`src/rtl/fd_pkg.sv`:
```
// Shared definitions for the frame-data readers: FSM encoding, bus stride and counter width.
package fd_pkg;

  typedef enum logic [1:0] {
    S_IDLE,
    S_READ,
    S_DRAIN,
    S_DONE
  } state_t;

  localparam int unsigned WORD_BYTES = 4;
  localparam int unsigned CNT_W      = 16;

  typedef logic [CNT_W-1:0] cnt_t;
  typedef logic [CNT_W:0]   sum_t;

endpackage

```
`src/rtl/sync_fifo.sv`:
```
// Single-clock show-ahead FIFO: head always presents the oldest entry, count reports occupancy.
module sync_fifo #(
  parameter int unsigned WIDTH = 32,
  parameter int unsigned DEPTH = 8
) (
  input  logic                     clk,
  input  logic                     reset,
  input  logic                     push,
  input  logic [WIDTH-1:0]         push_data,
  input  logic                     pop,
  output logic [WIDTH-1:0]         head,
  output logic [$clog2(DEPTH):0]   count,
  output logic                     empty
);

  localparam int unsigned AW = $clog2(DEPTH);

  logic [WIDTH-1:0] mem [DEPTH];
  logic [AW-1:0]    wr_ptr;
  logic [AW-1:0]    rd_ptr;
  logic             full;
  logic             do_push;
  logic             do_pop;

  assign empty   = (count == '0);
  assign full    = (count == (AW+1)'(DEPTH));
  assign do_pop  = pop && !empty;
  // A push into a full FIFO is legal when the same cycle pops.
  assign do_push = push && (!full || do_pop);
  assign head    = mem[rd_ptr];

  always_ff @(posedge clk) begin
    if (reset) begin
      wr_ptr <= '0;
      rd_ptr <= '0;
      count  <= '0;
    end else begin
      if (do_push) wr_ptr <= wr_ptr + 1'b1;
      if (do_pop)  rd_ptr <= rd_ptr + 1'b1;
      if (do_push && !do_pop)      count <= count + 1'b1;
      else if (do_pop && !do_push) count <= count - 1'b1;
    end
  end

  always_ff @(posedge clk) begin
    if (do_push) mem[wr_ptr] <= push_data;
  end

endmodule

```
`src/rtl/image_reader.sv`:
```
// Reads one frame of NUM_WORDS 32-bit words over Avalon-MM and streams them out in address order.
module image_reader
  import fd_pkg::*;
#(
  parameter logic [31:0] BASE_ADDR  = 32'h0000_0000,
  parameter int unsigned NUM_WORDS  = 19200,
  parameter int unsigned FIFO_DEPTH = 8
) (
  input  logic        iClk,
  input  logic        iReset,
  input  logic        iStart,
  output logic [31:0] oAddr_IR,
  output logic        oRdreq_IR,
  input  logic        iRead_wait_request,
  input  logic        iRead_data_valid,
  input  logic [31:0] iData_IR,
  input  logic        iSink_ready,
  output logic        oInput_ready,
  output logic [31:0] oData_out,
  output logic        oBusy,
  output logic        oFinish
);

  localparam int unsigned CW       = $clog2(FIFO_DEPTH) + 1;
  localparam cnt_t        NUM      = cnt_t'(NUM_WORDS);
  localparam cnt_t        LAST_IDX = cnt_t'(NUM_WORDS - 1);
  localparam sum_t        DEPTH_W  = sum_t'(FIFO_DEPTH);

  state_t        state;
  cnt_t          issued;
  cnt_t          delivered;
  cnt_t          outstanding;
  logic [CW-1:0] fifo_count;
  logic          fifo_empty;
  logic [31:0]   head;
  sum_t          inflight;
  logic          active;
  logic          accept;
  logic          push;
  logic          pop;

  assign active   = (state == S_READ) || (state == S_DRAIN);
  // Words already buffered plus words still on the bus must fit in the FIFO.
  assign inflight = sum_t'(outstanding) + sum_t'(fifo_count);

  assign oRdreq_IR    = (state == S_READ) && (issued < NUM) && (inflight < DEPTH_W);
  assign accept       = oRdreq_IR && !iRead_wait_request;
  // Responses with nothing outstanding belong to reads cut off by a reset.
  assign push         = iRead_data_valid && active && (outstanding != '0);
  assign oInput_ready = !fifo_empty;
  assign pop          = oInput_ready && iSink_ready;
  assign oData_out    = fifo_empty ? '0 : head;

  sync_fifo #(
    .WIDTH (32),
    .DEPTH (FIFO_DEPTH)
  ) u_fifo (
    .clk       (iClk),
    .reset     (iReset),
    .push      (push),
    .push_data (iData_IR),
    .pop       (pop),
    .head      (head),
    .count     (fifo_count),
    .empty     (fifo_empty)
  );

  always_ff @(posedge iClk) begin
    if (iReset) begin
      state       <= S_IDLE;
      issued      <= '0;
      delivered   <= '0;
      outstanding <= '0;
      oAddr_IR    <= BASE_ADDR;
      oBusy       <= 1'b0;
      oFinish     <= 1'b0;
    end else begin
      oFinish <= 1'b0;
      unique case (state)
        S_IDLE: begin
          if (iStart) begin
            state       <= S_READ;
            issued      <= '0;
            delivered   <= '0;
            outstanding <= '0;
            oAddr_IR    <= BASE_ADDR;
            oBusy       <= 1'b1;
          end
        end
        S_READ, S_DRAIN: begin
          if (accept) begin
            oAddr_IR <= oAddr_IR + WORD_BYTES;
            issued   <= issued + 1'b1;
          end
          if (accept && !push)      outstanding <= outstanding + 1'b1;
          else if (push && !accept) outstanding <= outstanding - 1'b1;
          if (pop) delivered <= delivered + 1'b1;
          if (state == S_READ && issued == NUM) state <= S_DRAIN;
          if (state == S_DRAIN && pop && delivered == LAST_IDX) begin
            state   <= S_DONE;
            oFinish <= 1'b1;
          end
        end
        S_DONE: begin
          state <= S_IDLE;
          oBusy <= 1'b0;
        end
        default: state <= S_IDLE;
      endcase
    end
  end

endmodule

```
`config.mk`:
```
export PLATFORM = sky130hd
export DESIGN_NAME = image_reader
export DESIGN_NICKNAME = d
export VERILOG_FILES = /design/src/rtl/fd_pkg.sv /design/src/rtl/sync_fifo.sv /design/src/rtl/image_reader.sv
export SDC_FILE = /design/constraint.sdc
export NUM_CORES = 1
export LEC_CHECK = 0
export BUFFER_PORTS_ARGS = -buffer_cell sky130_fd_sc_hd__buf_2
export CELL_PAD_IN_SITES_DETAIL_PLACEMENT = 1
export CELL_PAD_IN_SITES_GLOBAL_PLACEMENT = 1
export CORE_MARGIN = 2
export CORE_UTILIZATION = 54
export CTS_CLUSTER_SIZE = 20
export DETAILED_ROUTE_END_ITERATION = 7
export GPL_TIMING_DRIVEN = 0
export HOLD_SLACK_MARGIN = 0.12
export PLACE_DENSITY = 0.85
export SLEW_MARGIN = 20
export SYNTH_ARGS = -nofsm -noshare
export SYNTH_HDL_FRONTEND = slang
export SYNTH_SLANG_ARGS = --single-unit
```
`constraint.sdc`:
```
create_clock -name iClk -period 8.5 [get_ports iClk]
set_input_delay 0.85 -clock iClk [delete_from_list [all_inputs] [get_ports iClk]]
set_output_delay 0.85 -clock iClk [all_outputs]
set_load 0.05 [all_outputs]
```
==> results of run 1 <==
## worst min-delay path, stage by stage, from the launching register on
cell and delay, ns:
dfxtp_1 0.33, o31ai_1 0.07, a21oi_1 0.06
## layout make-up
class / count / share of cell area [%]
sequential: 351 / 52.6
antenna: 1 / 0.0137
timing repair buffer: 118 / 4.24
inverter: 41 / 0.844
clock inverter: 10 / 0.405
clock buffer: 58 / 6.19
buffer: 67 / 1.50
multi-input combinational: 710 / 31.6
tap: 384 / 2.63
## logic make-up after synthesis
| group | count (synthesis) | share of synthesized area, % |
|---|---|---|
| XOR/XNOR | 31 | 1.73 |
| adder cells (fa/ha/maj) | 36 | 2.96 |
| buffers and inverters | 108 | 2.72 |
| AO/OA/AOI/OAI | 180 | 8.09 |
| flip-flops | 351 | 61.1 |
| AND/OR/NAND/NOR | 357 | 11.7 |
| multiplexers | 104 | 11.7 |
| other | 1 | 0.0239 |
## state kept, by name, indices dropped and copies added, names as in the netlist, named ones only
name,flops
oAddr_IR,30
u_fifo.count,4
issued,16
u_fifo.wr_ptr,3
oBusy,1
state,2
u_fifo.rd_ptr,3
u_fifo.mem,256
oFinish,1
outstanding,16
delivered,16
## metal layers
layer / up-vias / global-route usage [%] / part of all wire (%)
met5: - / 0 / 0
met4: 0 / 13.9 / 4.4
met3: 142 / 6.04 / 6.6
met2: 533 / 51.5 / 49
met1: 5798 / 40.2 / 40
li1: 4904 / - / -
## cell usage after synthesis (9+ instances only)
master	instances	share of area, %
mux2i_1	40	2.5
o311ai_0	15	0.84
nor2_1	109	2.6
edfxtp_1	256	49
clkbuf_1	46	1.1
nor4_1	20	0.80
and2_1	11	0.44
ha_1	34	2.7
nand4_1	46	1.8
a21oi_1	50	1.6
buf_1	13	0.31
or4_1	9	0.43
or3_1	9	0.36
nor3_1	25	0.80
o21ai_0	21	0.67
xnor2_1	15	0.84
dfxtp_1	95	12
mux4_2	64	9.2
nand2_1	43	1.0
o32ai_1	9	0.50
inv_1	40	0.96
nand3_1	45	1.4
xor2_1	16	0.89
o31ai_1	14	0.67
## worst min-delay path by stage
stage | cells after the start | start | slack [ns] | to
global placement | 2 | delivered[1] | 0.47 | delivered[1]
global route | 2 | oAddr_IR[27] | 0.53 | oAddr_IR[27]
floorplan | 2 | delivered[15] | 0.46 | delivered[15]
finish | 2 | oAddr_IR[19] | 0.51 | oAddr_IR[19]
detailed placement | 2 | delivered[1] | 0.49 | delivered[1]
CTS | 2 | oAddr_IR[19] | 0.51 | oAddr_IR[19]
## cell usage in the layout, fill, tap and decap left out, types with 6 or more instances in the layout
cell	n
edfxtp_1	256
buf_2	106
nor2_1	103
dfxtp_1	95
mux4_2	64
clkbuf_1	58
a21oi_1	50
nand4_1	46
nand3_1	45
nand2_1	43
inv_1	40
clkbuf_16	40
mux2i_1	39
ha_1	34
nor3_1	23
o21ai_0	21
nor4_1	19
xor2_1	16
xnor2_1	15
o311ai_0	15
o31ai_1	14
buf_1	12
and2_1	11
buf_6	11
or4_1	9
or3_1	9
o32ai_1	9
a31oi_1	8
a211oi_1	7
a22oi_1	7
and3_1	6
a21o_1	6
nand2b_1	6
nor2_4	6
clkbuf_8	6
## report_power, final
group          internal [mW]  switching (mW)
clock network          0.920           0.687
registers               1.97           0.108
logic                   1.02            2.20
==> results_dict.tcl, run 1 <==
set metrics [dict create \
    status "completed" \
    reg2reg_to "outstanding[14]" \
    drive_gt1_share_pct 19.9 \
    worstPathRequired_ns 8.88 \
    nets 1401 \
    grt_pass1_wl_um 71900 \
    r2r-start "u_fifo.count[1]" \
    ctsHoldBuffers 0 \
    cts-root-buf "clkbuf_16" \
    clk_pin_slew_ns 0.06 \
    drtAntennaViolNets 0 \
    firstDrtPassIters 5 \
    worst-path-stages 17 \
    cts_tree "built" \
    synth_edf_count 256 \
    multiInputGateArea_um2 5760 \
    critPathBufInv 2 \
    port-buffer-count 102 \
    fin_cells 1740 \
    remaining_drc_errors 0 \
    reg2reg_slack_ns 2.05 \
    cts_buffers 38 \
    crit_type "reg2reg" \
    fp.dieH_um 175 \
    start_util_pct 54.7 \
    htreeDepth 2 \
    avgViaCountPerCell 6.54 \
    hold-worst-slack_ns 0.511 \
    dr_total_vias 11400 \
    cap_violations 0 \
    ff2ff_path_depth 17 \
    seq_area_frac_synth_pct 61.1 \
    endpoint_kind "flip-flop" \
    drt-initial-drc-count 971 \
    clock_path_buffers 3 \
    max_freq_mhz 155 \
    power_mw 6.90 \
    seq_area_um2 9590 \
    design_area_um2 18200 \
    clock_sinks 351 \
    core_area_um2 28700 \
    pre_cts_ws_ns 2.29 \
    wl_per_cell_um 27.0 \
    finalHoldViolations 0 \
    dpl.hpwl_um 30000 \
    post-route-util_pct 63.5 \
    avgSynthCellArea_um2 13.4 \
    rows 62 \
    die_w_um 175 \
    cp_data_arrival_time_ns 6.83 \
    post-cts-setup-buffer-count 0 \
    rsz0062_at_grt "no" \
    period_share_pct 75.9 \
    grt_use_total_pct 31.2 \
    ys_ff_latch 351 \
    cp_slowest_cell "nor4_4" \
    drv_slew 0 \
    dp.cells 1669 \
    critPathMaxFanout 19 \
    synth_area_um2 15700 \
    clock_skew_ns 0.0157 \
    overflow 0 \
    crit_chain "ha_1 > a31o_2 > o22ai_4 > o21ai_1 > a2111o_1 > nor4_4 > clkbuf_1 > ha_1 > inv_1 > ha_1 > a21oi_1 > a21oi_1 > o31ai_1 > a211oi_1 > or4_1 > nand4_1 > a21oi_1" \
    finalCriticalPeriod_ns 6.45 \
    synth_ff_type "edfxtp_1" \
    p_per_area_nw_per_um2 378 \
    critPathLaunchType "flip-flop" \
    cts_resized 0 \
    antenna_found_initial 2 \
    synth_cell_type_count 74 \
    slew_headroom_pct 30.8 \
    synthToLayoutAreaGrowth_pct 16.2 \
    leakagePower_nw 6.09 \
    tns_ns 0 \
    synthArstFlopShare_pct 0 \
    cp-startpoint "u_fifo.count[1]" \
    setup_slack_ns 2.05 \
    first_global_vias 12000 \
    setup_viol 0 \
    tightest_slew_ns 1.04 \
    n_fill_cell 2804 \
    syn_inst 1168 \
    clk_latency_ns 0.54 \
    dieArea_um2 30500 \
    num_io_pins 106 \
    place_area_um2 17000 \
    yosysWarnings 0 \
    cp_top_family "compound AO/OA/AOI/OAI gates" \
    slowest_delay_ns 0.62 \
    routed_wl_um 46900 \
    holdCritPathClass "reg2reg" \
    ir_worst_vdd_v 0.000290 \
    cp-endpoint "outstanding[14]" \
    grt_max_degree 20 \
    gp_congestion 0.885 \
]
Note: power is estimated with default switching activity, not from simulation.
==> run 2, diff against run 1 <==
Settings changed: CORE_UTILIZATION 54 to 45, PLACE_DENSITY 0.85 to 0.75.
Clock period 8.5 ns to 5.5 ns, I/O delays scaled along.
==> results_dict.tcl, run 2 (synthesis gave the netlist of run 1 again) <==
set metrics [dict create \
    num_io_pins 106 \
    wl_per_cell_um 23.4 \
    fp.dieH_um 191 \
    leakagePower_nw 6.12 \
    final_cell_mix "256 x edfxtp_1, 106 x buf_2, 103 x nor2_1" \
    max_freq_mhz 193 \
    critPathLaunchType "flip-flop" \
    top_regs "u_fifo.mem x256, oAddr_IR x30" \
    finalCriticalPeriod_ns 5.17 \
    die_w_um 191 \
    ctsHoldBuffers 0 \
    tightest_slew_ns 1.05 \
    multiInputGateArea_um2 5770 \
    cts-root-buf "clkbuf_16" \
    slowest_delay_ns 0.51 \
    holdCritPathClass "in2reg" \
    remaining_drc_errors 0 \
    min_from "iData_IR[31]" \
    rsz0062_at_grt "no" \
    finalHoldViolations 0 \
    start_util_pct 45.6 \
    period_share_pct 94.1 \
    dr_total_vias 10900 \
    slew_headroom_pct 30.0 \
    clock_path_buffers 3 \
    grt_use_total_pct 23.6 \
    grt_pass1_wl_um 66100 \
    clock_skew_ns 0.0228 \
    pre_cts_ws_ns -0.814 \
    crit_chain "ha_1 > a31o_2 > o22ai_4 > o21ai_1 > a2111o_1 > nor4_4 > clkbuf_4 > ha_2 > clkinvlp_4 > buf_4 > ha_1 > a21o_1 > or3b_2 > o21ai_0 > a211oi_1 > or4_1 > nand4_1 > a21oi_1" \
    antenna_found_initial 5 \
    setup_slack_ns 0.326 \
    nets 1410 \
    largest_register_ffs 256 \
    drt-initial-drc-count 784 \
    clk_pin_slew_ns 0.06 \
    synthToLayoutAreaGrowth_pct 17.0 \
    cts_tree "built" \
    status "completed" \
    avgViaCountPerCell 5.97 \
    grt_max_degree 21 \
    cp_slowest_cell "a2111o_1" \
    final_common_cell "edfxtp_1" \
    largest_register "u_fifo.mem" \
    port-buffer-count 102 \
    crit_top_cell "ha_1" \
    first_global_vias 11500 \
    dieArea_um2 36400 \
    n_fill_cell 3488 \
    routed_wl_um 42600 \
    cp_data_arrival_time_ns 5.54 \
    ir_worst_vdd_v 0.000287 \
    cap_violations 0 \
    critPathMaxFanout 10 \
    rows 68 \
    dp.cells 1745 \
    endpoint_kind "flip-flop" \
    setup_viol 0 \
    crit_type "reg2reg" \
    worstPathRequired_ns 5.86 \
    firstDrtPassIters 4 \
    r2r-start "u_fifo.count[1]" \
    dpl.hpwl_um 28500 \
    htreeDepth 2 \
    drive_gt1_share_pct 20.3 \
    drv_slew 0 \
    fin_cells 1820 \
    cts_buffers 39 \
    seq_area_um2 9590 \
    core_area_um2 34500 \
    clock_sinks 351 \
    drtAntennaViolNets 0 \
    overflow 0 \
    cp-startpoint "u_fifo.count[1]" \
    gp_congestion 0.848 \
    p_per_area_nw_per_um2 565 \
    clk_latency_ns 0.53 \
]
## run 2: cell types whose count changed in the layout (fill, tap and decap cells not counted), moves of 2 or more
cell and change:
clkinv_1 +2, buf_4 +14, buf_6 -8, buf_16 +2, diode_2 +2, clkbuf_8 -4
## run 2: worst paths after layout
check	slack, ns	cells after the start	end
min reg2reg	0.50	2	delivered[1]
min	0.30	1	u_fifo.mem[3][31]
max	0.33	18	outstanding[14]
max reg2reg	0.33	18	outstanding[14]
## run 2: layout make-up
| class | instances | area share (%) |
|---|---|---|
| diodes | 3 | 0.0409 |
| plain buffers | 67 | 1.51 |
| clock buffers | 55 | 5.75 |
| clock inverters | 12 | 0.552 |
| inverters | 41 | 0.858 |
| multi-input cells | 710 | 31.4 |
| flip-flops and latches | 351 | 52.2 |
| well taps | 455 | 3.10 |
| repair buffers | 126 | 4.59 |
## run 2: repair_timing
item,in CTS,in global routing
setup endpoints to repair,9,7
pin swaps,1,0
setup buffers,5,0
resized for setup,3,5
hold endpoints to repair,0,0
## run 2: stage by stage
step           hold WS, ns  area, um2  setup TNS, ns  util (%)  total power, mW
6_report             0.295      18400              0      53.3             10.4
5_1_grt              0.289      18400              0      53.3             10.9
4_1_cts              0.270      18400              0      53.3             10.4
3_5_place_dp         0.487      17200          -4.98      49.8             7.97
3_3_place_gp         0.472      16800         -77.98      48.7             7.79
2_1_floorplan        0.459      15700              0         -             6.59
## run 2: routing by layer
layer  GRT usage (%)  part of all wire, %  vias up
met5               0                0.049        -
met2            39.5                   49      342
met3            3.74                  5.5       91
met1            31.5                   43     5515
met4            7.99                  2.6        4
li1                -                    -     4907
## run 2: power breakdown
part           leakage, nW  total, mW  internal, mW  switching (mW)
registers             3.07       3.19          3.04           0.151
clock network        0.563       2.40          1.38            1.02
logic                 2.49       4.80          1.60            3.20
## run 2: critical path: cells and delay by family (launching register included)
kind,cells,cell delay (ns)
AOI/OAI and AO/OA,8,1.65
and+or+nand+nor,4,1.36
adders and majority gates,3,0.87
buffers and inverters,3,0.70
DFF,1,0.42
==> run 3, diff against run 2 <==
Settings changed: CORE_ASPECT_RATIO set to 1.5.
==> results_dict.tcl, run 3 (synthesis gave the netlist of run 1 again) <==
set metrics [dict create \
    status "completed" \
    max_freq_mhz 194 \
    holdCritPathClass "in2reg" \
    critPathLaunchType "flip-flop" \
    clock_skew_ns 0.0189 \
    nets 1403 \
    grt_max_degree 20 \
    dpl.hpwl_um 29600 \
    place_area_um2 17100 \
    die_w_um 157 \
    grt_pass1_wl_um 66300 \
    drv_slew 0 \
    rsz0062_at_grt "no" \
    cap_violations 0 \
    clock_sinks 351 \
    critPathMaxFanout 10 \
    cts_buffers 36 \
    power_mw 10.5 \
    cp_data_arrival_time_ns 5.54 \
    clk_latency_ns 0.54 \
    largest_register_ffs 256 \
    grt_use_total_pct 24.0 \
    top_regs "u_fifo.mem x256, oAddr_IR x30" \
    p_per_area_nw_per_um2 573 \
    avgViaCountPerCell 6.08 \
    firstDrtPassIters 5 \
    start_util_pct 45.8 \
    overflow 0 \
    first_global_vias 11800 \
    finalHoldViolations 0 \
    final_common_cell "edfxtp_1" \
    reg2reg_to "outstanding[14]" \
    slew_headroom_pct 32.6 \
    num_io_pins 106 \
    rows 83 \
    htreeDepth 2 \
    fp.dieH_um 233 \
    period_share_pct 93.8 \
    endpoint_kind "flip-flop" \
    largest_register "u_fifo.mem" \
    clk_pin_slew_ns 0.06 \
    gp_congestion 0.842 \
    cts_tree "built" \
    setup_viol 0 \
    tightest_slew_ns 1.01 \
    ff2ff_path_depth 18 \
    remaining_drc_errors 0 \
    routed_wl_um 42900 \
    cp-startpoint "u_fifo.count[1]" \
    drtAntennaViolNets 0 \
    crit_type "reg2reg" \
    design_area_um2 18300 \
    post-route-util_pct 53.5 \
    final_cell_mix "256 x edfxtp_1, 106 x buf_2, 103 x nor2_1" \
    port-buffer-count 102 \
    antenna_found_initial 3 \
    clock_path_buffers 3 \
    n_fill_cell 3441 \
    wl_per_cell_um 24.0 \
    dieArea_um2 36400 \
    finalCriticalPeriod_ns 5.16 \
    dr_total_vias 10900 \
    leakagePower_nw 6.09 \
    r2r-start "u_fifo.count[1]" \
    reg2reg_slack_ns 0.34 \
    worstPathRequired_ns 5.88 \
    drive_gt1_share_pct 20.9 \
    synthToLayoutAreaGrowth_pct 16.7 \
    core_area_um2 34300 \
    cp-endpoint "outstanding[14]" \
    ctsHoldBuffers 0 \
    whs_path_depth 1 \
    cts-root-buf "clkbuf_16" \
    ir_worst_vdd_v 0.000450 \
    drt-initial-drc-count 615 \
]
==> run 3: cell types whose count changed in the layout (fill, tap and decap cells not counted), sizes merged, moves of 2 or more <==
cell,change
clkbuf,-11
clkinvlp,+7
buf,-3
bufinv,+3
clkinv,-3
inv,+2
==> run 3: worst max-delay path, cell delays in order, from the launching register on <==
cell        delay, ns
dfxtp_2          0.42
ha_1             0.26
a31o_2           0.28
o22ai_4          0.22
o21ai_1          0.10
a2111o_1         0.52
nor4_4           0.32
clkbuf_4         0.29
ha_2             0.30
clkinvlp_4       0.19
buf_4            0.20
ha_1             0.31
a21o_1           0.23
or3b_2           0.44
o21ai_0          0.11
a211oi_1         0.10
or4_1            0.49
nand4_1          0.11
a21oi_1          0.08
==> run 3: cell type report <==
type / instances / area (um2) / share of cell area (%)
diodes: 2 / 5.00 / 0.0273
well taps: 425 / 532 / 2.90
inverters: 41 / 158 / 0.860
repair buffers: 122 / 781 / 4.26
flip-flops and latches: 351 / 9590 / 52.3
multi-input cells: 710 / 5770 / 31.5
plain buffers: 67 / 277 / 1.51
clock buffers: 45 / 955 / 5.21
clock inverters: 21 / 251 / 1.37
==> run 3: metrics by stage <==
step / worst slack [ns] / setup TNS, ns / hold slack, ns / std cells
2_1_floorplan: 0.602 / 0 / 0.459 / 1169
3_3_place_gp: -1.38 / -92.03 / 0.468 / 1696
3_5_place_dp: -0.782 / -4.98 / 0.487 / 1712
4_1_cts: 0.00766 / 0 / 0.247 / 1782
5_1_grt: 0.0432 / 0 / 0.268 / 1783
6_report: 0.344 / 0 / 0.267 / 1784
==> run 3: where the power goes <==
part	total, mW	switching, mW	leakage (nW)	internal, mW
Sequential	3.19	0.153	3.07	3.04
Combinational	4.81	3.23	2.45	1.58
Clock	2.49	1.05	0.570	1.44
Total	10.5	4.44	6.09	6.06
==> run 3: worst min path at each step <==
stage,endpoint,startpoint
6_report,u_fifo.mem[3][14],iData_IR[14]
5_1_grt,u_fifo.mem[3][14],iData_IR[14]
4_1_cts,u_fifo.mem[3][14],iData_IR[14]
3_5_place_dp,delivered[1],delivered[1]
3_3_place_gp,delivered[1],delivered[1]
2_1_floorplan,delivered[15],delivered[15]
==> run 3: timing repair <==
item	in CTS	in global routing
pin swaps	1	0
gates resized for setup	2	7
endpoints found under the setup margin	10	7
buffers inserted	4	0
==> run 3: metal layers <==
layer	routed length, um	up-vias	global-route usage, %
met4	1560	4	10.4
met5	27	-	0
met2	23200	317	44.3
met3	1970	114	4.47
li1	-	4894	-
met1	16200	5526	26.6
